[config.mk]
export PLATFORM = sky130hd
export DESIGN_NAME = memory_access
export DESIGN_NICKNAME = d
export VERILOG_FILES = /design/src/rtl/memory_access.sv
export SDC_FILE = /design/constraint.sdc
export NUM_CORES = 1
export LEC_CHECK = 0
export ABC_AREA = 1
export CAP_MARGIN = 10
export CORE_AREA = 2 2 168 170
export DETAILED_ROUTE_END_ITERATION = 16
export DIE_AREA = 0 0 170 172
export MAX_ROUTING_LAYER = met4
export PLACE_DENSITY = 0.78
export REMOVE_ABC_BUFFERS = 1
export SLEW_MARGIN = 5
export SYNTH_ARGS = -nofsm -noshare
export SYNTH_HDL_FRONTEND = slang
export SYNTH_SLANG_ARGS = --single-unit
[constraint.sdc]
create_clock -name clk -period 3.35 [get_ports clk]
set_input_delay 0.67 -clock clk [delete_from_list [all_inputs] [get_ports clk]]
set_output_delay 0.67 -clock clk [all_outputs]
set_load 0.005 [all_outputs]
[src/rtl/memory_access.sv]
// memory_access: pipeline MEM stage. Runs the data-memory request/response
// handshake for loads and stores and stalls the pipeline until the response.
// Store data is aligned onto byte lanes. Load data is extracted and extended.
// Results are registered into MEM/WB.
// Ports:
//   clk, rst (async, active low)
//   EX/MEM in : ctrl_word_in, instruction_in, PC_in, alu_in, rs2_in,
//               br_en_in, mem_byte_enable_in
//   stall_in  : global freeze;  stall_out : freeze upstream stages
//   dmem_*    : data-memory request (read/write/address/wdata/byte_enable)
//               and response (rdata/resp)
//   MEM/WB out: ctrl_word_out, instruction_out, PC_out, alu_out, br_en_out,
//               load_data_out
module memory_access #(
    parameter int XLEN            = 32,
    parameter bit BUBBLE_ON_STALL = 1'b1,
    parameter int CTRL_W          = 32
) (
    input  logic              clk,
    input  logic              rst,
    input  logic [CTRL_W-1:0] ctrl_word_in,
    input  logic [XLEN-1:0]   instruction_in,
    input  logic [XLEN-1:0]   PC_in,
    input  logic [XLEN-1:0]   alu_in,
    input  logic [XLEN-1:0]   rs2_in,
    input  logic              br_en_in,
    input  logic [3:0]        mem_byte_enable_in,
    input  logic              stall_in,
    output logic              stall_out,
    output logic              dmem_read,
    output logic              dmem_write,
    output logic [XLEN-1:0]   dmem_address,
    output logic [XLEN-1:0]   dmem_wdata,
    output logic [3:0]        dmem_byte_enable,
    input  logic [XLEN-1:0]   dmem_rdata,
    input  logic              dmem_resp,
    output logic [CTRL_W-1:0] ctrl_word_out,
    output logic [XLEN-1:0]   instruction_out,
    output logic [XLEN-1:0]   PC_out,
    output logic [XLEN-1:0]   alu_out,
    output logic              br_en_out,
    output logic [XLEN-1:0]   load_data_out
);

    localparam logic [1:0] IDLE = 2'd0;
    localparam logic [1:0] BUSY = 2'd1;
    localparam logic [1:0] DONE = 2'd2;

    localparam logic [6:0] OP_LOAD  = 7'b0000011;
    localparam logic [6:0] OP_STORE = 7'b0100011;

    logic [1:0]      state_q, state_d;
    logic [XLEN-1:0] hold_q, hold_d;

    logic [6:0]      opcode;
    logic [2:0]      funct3;
    logic            is_load, is_store, mem_op;
    logic            in_done;
    logic [4:0]      sh;
    logic [XLEN-1:0] raw;
    logic [XLEN-1:0] ext;
    logic            wb_load, wb_bubble;

    assign opcode   = instruction_in[6:0];
    assign funct3   = instruction_in[14:12];
    assign is_load  = (opcode == OP_LOAD);
    assign is_store = (opcode == OP_STORE);
    assign mem_op   = is_load | is_store;
    assign in_done  = (state_q == DONE);
    assign sh       = {alu_in[1:0], 3'b000};

    // Request and stall are gated by rst so they drop the moment reset
    // asserts, even while EX/MEM still shows a memory op.
    assign dmem_read  = rst & is_load & ~in_done;
    assign dmem_write = rst & is_store & ~in_done;
    assign stall_out  = rst & mem_op & ~in_done & ~dmem_resp;

    assign dmem_address     = rst ? {alu_in[XLEN-1:2], 2'b00} : '0;
    assign dmem_wdata       = rst ? (rs2_in << sh) : '0;
    assign dmem_byte_enable = rst ? mem_byte_enable_in : 4'b0000;

    // After a response captured under freeze, the live bus is stale.
    assign raw = (in_done ? hold_q : dmem_rdata) >> sh;

    always_comb begin
        ext = raw;
        unique case (funct3)
            3'b000:  ext = {{(XLEN-8){raw[7]}}, raw[7:0]};
            3'b001:  ext = {{(XLEN-16){raw[15]}}, raw[15:0]};
            3'b100:  ext = {{(XLEN-8){1'b0}}, raw[7:0]};
            3'b101:  ext = {{(XLEN-16){1'b0}}, raw[15:0]};
            default: ext = raw;
        endcase
    end

    always_comb begin
        state_d = state_q;
        hold_d  = hold_q;
        unique case (state_q)
            IDLE: begin
                // A stray response with no memory op is ignored here.
                if (mem_op) begin
                    if (!dmem_resp) begin
                        state_d = BUSY;
                    end else if (stall_in) begin
                        state_d = DONE;
                        hold_d  = dmem_rdata;
                    end
                end
            end
            BUSY: begin
                if (!mem_op) begin
                    state_d = IDLE;
                end else if (dmem_resp) begin
                    if (stall_in) begin
                        state_d = DONE;
                        hold_d  = dmem_rdata;
                    end else begin
                        state_d = IDLE;
                    end
                end
            end
            DONE: begin
                if (!stall_in) state_d = IDLE;
            end
            default: state_d = IDLE;
        endcase
    end

    always_ff @(posedge clk or negedge rst) begin
        if (!rst) begin
            state_q <= IDLE;
            hold_q  <= '0;
        end else begin
            state_q <= state_d;
            hold_q  <= hold_d;
        end
    end

    assign wb_load   = ~stall_in & ~stall_out;
    assign wb_bubble = BUBBLE_ON_STALL & stall_out & ~stall_in;

    always_ff @(posedge clk or negedge rst) begin
        if (!rst) begin
            ctrl_word_out   <= '0;
            instruction_out <= '0;
            PC_out          <= '0;
            alu_out         <= '0;
            br_en_out       <= 1'b0;
            load_data_out   <= '0;
        end else if (wb_load) begin
            ctrl_word_out   <= ctrl_word_in;
            instruction_out <= instruction_in;
            PC_out          <= PC_in;
            alu_out         <= alu_in;
            br_en_out       <= br_en_in;
            load_data_out   <= is_load ? ext : '0;
        end else if (wb_bubble) begin
            ctrl_word_out   <= '0;
            instruction_out <= '0;
            PC_out          <= '0;
            alu_out         <= '0;
            br_en_out       <= 1'b0;
            load_data_out   <= '0;
        end
    end

endmodule

==> results of run 1 <==
[sequential cells by signal (all words and copies together), names as in the netlist]
name / count
PC_out: 32
alu_out: 32
br_en_out: 1
ctrl_word_out: 32
hold_q: 32
instruction_out: 32
load_data_out: 32
state_q: 2
[cell families (layout without fill, tap and decap cells)]
logic type | Yosys count | in the layout | share of synthesized area
flops | 195 | 195 | 0.548
mux | 9 | 9 | 0.0107
other cells | 1 | 3 | 0.000421
compound gates | 268 | 268 | 0.207
simple gates | 333 | 333 | 0.154
buf+inv | 172 | 582 | 0.0795
[worst paths after layout]
path,startpoint,end,slack (ps),depth (start not counted)
min in group clk,load_data_out[14],load_data_out[14],480,2
setup / recovery,alu_in[1],dmem_wdata[29],80,6
hold reg to reg,load_data_out[14],load_data_out[14],480,2
max in group asynchronous,rst,hold_q[19],2050,3
hold / removal,rst,hold_q[12],70,1
setup reg to reg,state_q[0],load_data_out[2],900,9
[stage by stage]
stage	cell area [um^2]	std cells
4_1_cts	14100	1735
6_report	14100	1736
3_5_place_dp	13500	1703
2_1_floorplan	8570	905
3_3_place_gp	13500	1703
5_1_grt	14100	1736
[final cells by class]
class	instances	area, um^2	area share
Antenna cell	1	2.50	0.000177
Clock buffer	19	433	0.0307
Tap cell	346	433	0.0307
Clock inverter	13	154	0.0109
Inverter	98	370	0.0263
Sequential cell	195	4880	0.346
Multi-Input combinational cell	612	3320	0.235
Timing Repair Buffer	452	4510	0.320
[layer usage]
metal  vias up  GRT usage  wire, um
met5         -          -         0
met4         0     0.0940      1040
met3        57     0.0552      2490
met2       428      0.366     15600
met1      4159      0.247     12500
li1       4093          -         -
[cells in the final DEF, fill, tap and decap left out, types with 4 or more instances in the layout]
master | netlist | final
a21oi_1 | 4 | 4
o22ai_1 | 9 | 9
o32ai_1 | 7 | 7
a22o_1 | 119 | 119
nand2_1 | 233 | 233
inv_1 | 95 | 95
dfrtp_1 | 195 | 195
clkdlybuf4s50_1 | 0 | 427
nor2_1 | 48 | 48
buf_4 | 3 | 19
nand4_1 | 4 | 4
clkbuf_16 | 0 | 17
nand3_1 | 37 | 37
a211oi_1 | 7 | 7
o21ai_0 | 121 | 121
mux2i_1 | 5 | 5
[power groups by stage]
| stage | combinational, uW | clock [uW] | sequential (uW) |
|---|---|---|---|
| finish | 1190 | 2070 | 2620 |
| global placement | 1180 | 0 | 2650 |
| global route | 1290 | 2220 | 2630 |
| floorplan | 325 | 0 | 2660 |
| detailed placement | 1190 | 0 | 2660 |
| CTS | 1200 | 2130 | 2610 |
==> results by group, run 1 <==
Logic synthesis
  • Async set or reset register ratio after synthesis: 1.00
  • Count of state elements after synthesis: 195
  • Ys flop type: dfrtp_1
  • Number of synthesized flops with an enable pin: 0
  • Yosys cell types: 31
  • Mapped Avg Cell Area: between 9 and 10 um^2
  • Post-synth top cells: nand2_1 (233), dfrtp_1 (195), o21ai_0 (121), a22o_1 (119), inv_1 (95)
  • Top-count cell post-synth: nand2_1
  • Seq/Total Area, Yosys: 0.548
  • Synthesized area: between 8000 and 9000 um^2
  • Synth area leader: dfrtp_1
  • Synth top area cells: dfrtp_1 (55%), a22o_1 (12%), nand2_1 (9.8%), o21ai_0 (6.8%), inv_1 (4.0%)
  • Synth warn: 0
  • Synth Instances: between 900 and 1000
  • Post-synth top area share: 0.548

Finish
  • Area Growth Syn to Fin: 58.4%
  • Share of post-route cells with drive strength above 1: 0.0482
  • Layout net count: 1577
  • Fill count: 2448
  • Utilization after layout: 0.513

Clock tree
  • CTS clk-pin slew, worst paths: 70 ps
  • Post-CTS Setup Inserts: 0
  • Post_cts resized: 0
  • CTS tree: built
  • Clk sinks: 195
  • CTS H-tree depth: 4
  • CTS Hold Bufs: 0
  • CTS Buf Count: 17
  • Root buf cell: clkbuf_16
  • Clk Latency, worst-skew pair: between 400 and 500 ps
  • Bufs on Longest Clock Path: 2

Timing
  • Setup TNS: 0 ps
  • Tmin final: around 3300 ps
  • Final hold violations: 0
  • Tcrit/Tclk final: 0.975
  • Post-route setup slack: 84.7 ps
  • RSZ-0062 raised after global routing: false
  • Slew HR: 0.420
  • Layout Skew: 12.8 ps
  • Count of pins over their slew limit: 0
  • Final setup fails: 0
  • Fin Hold WS: 74.7 ps
  • Achievable frequency: 306 MHz
  • Worst-margin pin slew: slightly below 900 ps

Setup path
  • CP max stage delay: 600 ps
  • CP max-delay cell: clkdlybuf4s50_1
  • CP endpoint kind: output pin
  • CP max FO: 28
  • Crit start category: input pin
  • CP Buf/Inv Count: 4
  • CP arrival: between 2000 and 3000 ps
  • CP Cell Sequence: clkdlybuf4s50_1, inv_1, nand2_1, buf_4, o32ai_1, clkdlybuf4s50_1
  • Worst Setup Path Type: in -> out
  • Most frequent CP cell: clkdlybuf4s50_1
  • Worst Path Required: 2680 ps
  • Crit-path leading delay family: buffers and inverters

Die
  • Core Area: 27500 um^2
  • Die Wd: 170 um
  • Initial cell density of the core: 0.324
  • Die area: between 20000 and 30000 um^2
  • IO Pins: 433
  • Row Count: 61
  • Die Y: 172 um

Detailed routing
  • DRC Markers: 0
  • Vias post-DR: 8737
  • DRT iter0 DRCs: 514
  • DRT Pass-1 Iters: 5
  • Remaining antenna violation count: 0
  • Avg WL per Cell: ~18 um
  • WL final: 31600 um
  • Vias per cell: between 5 and 6

Pwr
  • Net Sw Frac: 0.262
  • Internal Pwr Total: 4340 uW
  • Clock Power Share: 0.353
  • Power density cells: 417 nW/um^2
  • P_leak: roughly 0.0066 uW
  • Overall Power: just under 6000 uW
  • Switching power: 1540 uW
  • Comb pwr share: 0.202
  • Maximum vdd drop: 0.337 mV
  • Sequential power share: 0.445

Placement
  • Dpl hpwl: about 23000 um
  • Place WS: 70.0 ps
  • RePlAce Congestion: 0.873
  • I/O Buffers: 430

Global routing
  • Aggregate global-route resource usage: 0.217
  • Initial antenna violation count: 1
  • First-pass GRT wire length: 47300 um
  • Vias in the first global route: 8652
  • Grt ovf: 0
  • Pin count of the biggest net entering global routing: 80

Hold path
  • HP Class: in -> async

Job
  • Max-cap violations: 0

Status
  • Run status: complete, no violations
Power figures use the tool's default switching activity.
==> run 2: changes to the inputs <==
--- a/config.mk
+++ b/config.mk
@@ -13,7 +13,6 @@
 export MAX_ROUTING_LAYER = met4
 export PLACE_DENSITY = 0.78
 export REMOVE_ABC_BUFFERS = 1
-export SLEW_MARGIN = 5
 export SYNTH_ARGS = -nofsm -noshare
 export SYNTH_HDL_FRONTEND = slang
 export SYNTH_SLANG_ARGS = --single-unit
==> results of run 2 <==
No change in the layout: final DEF, timing and power equal those of run 1.
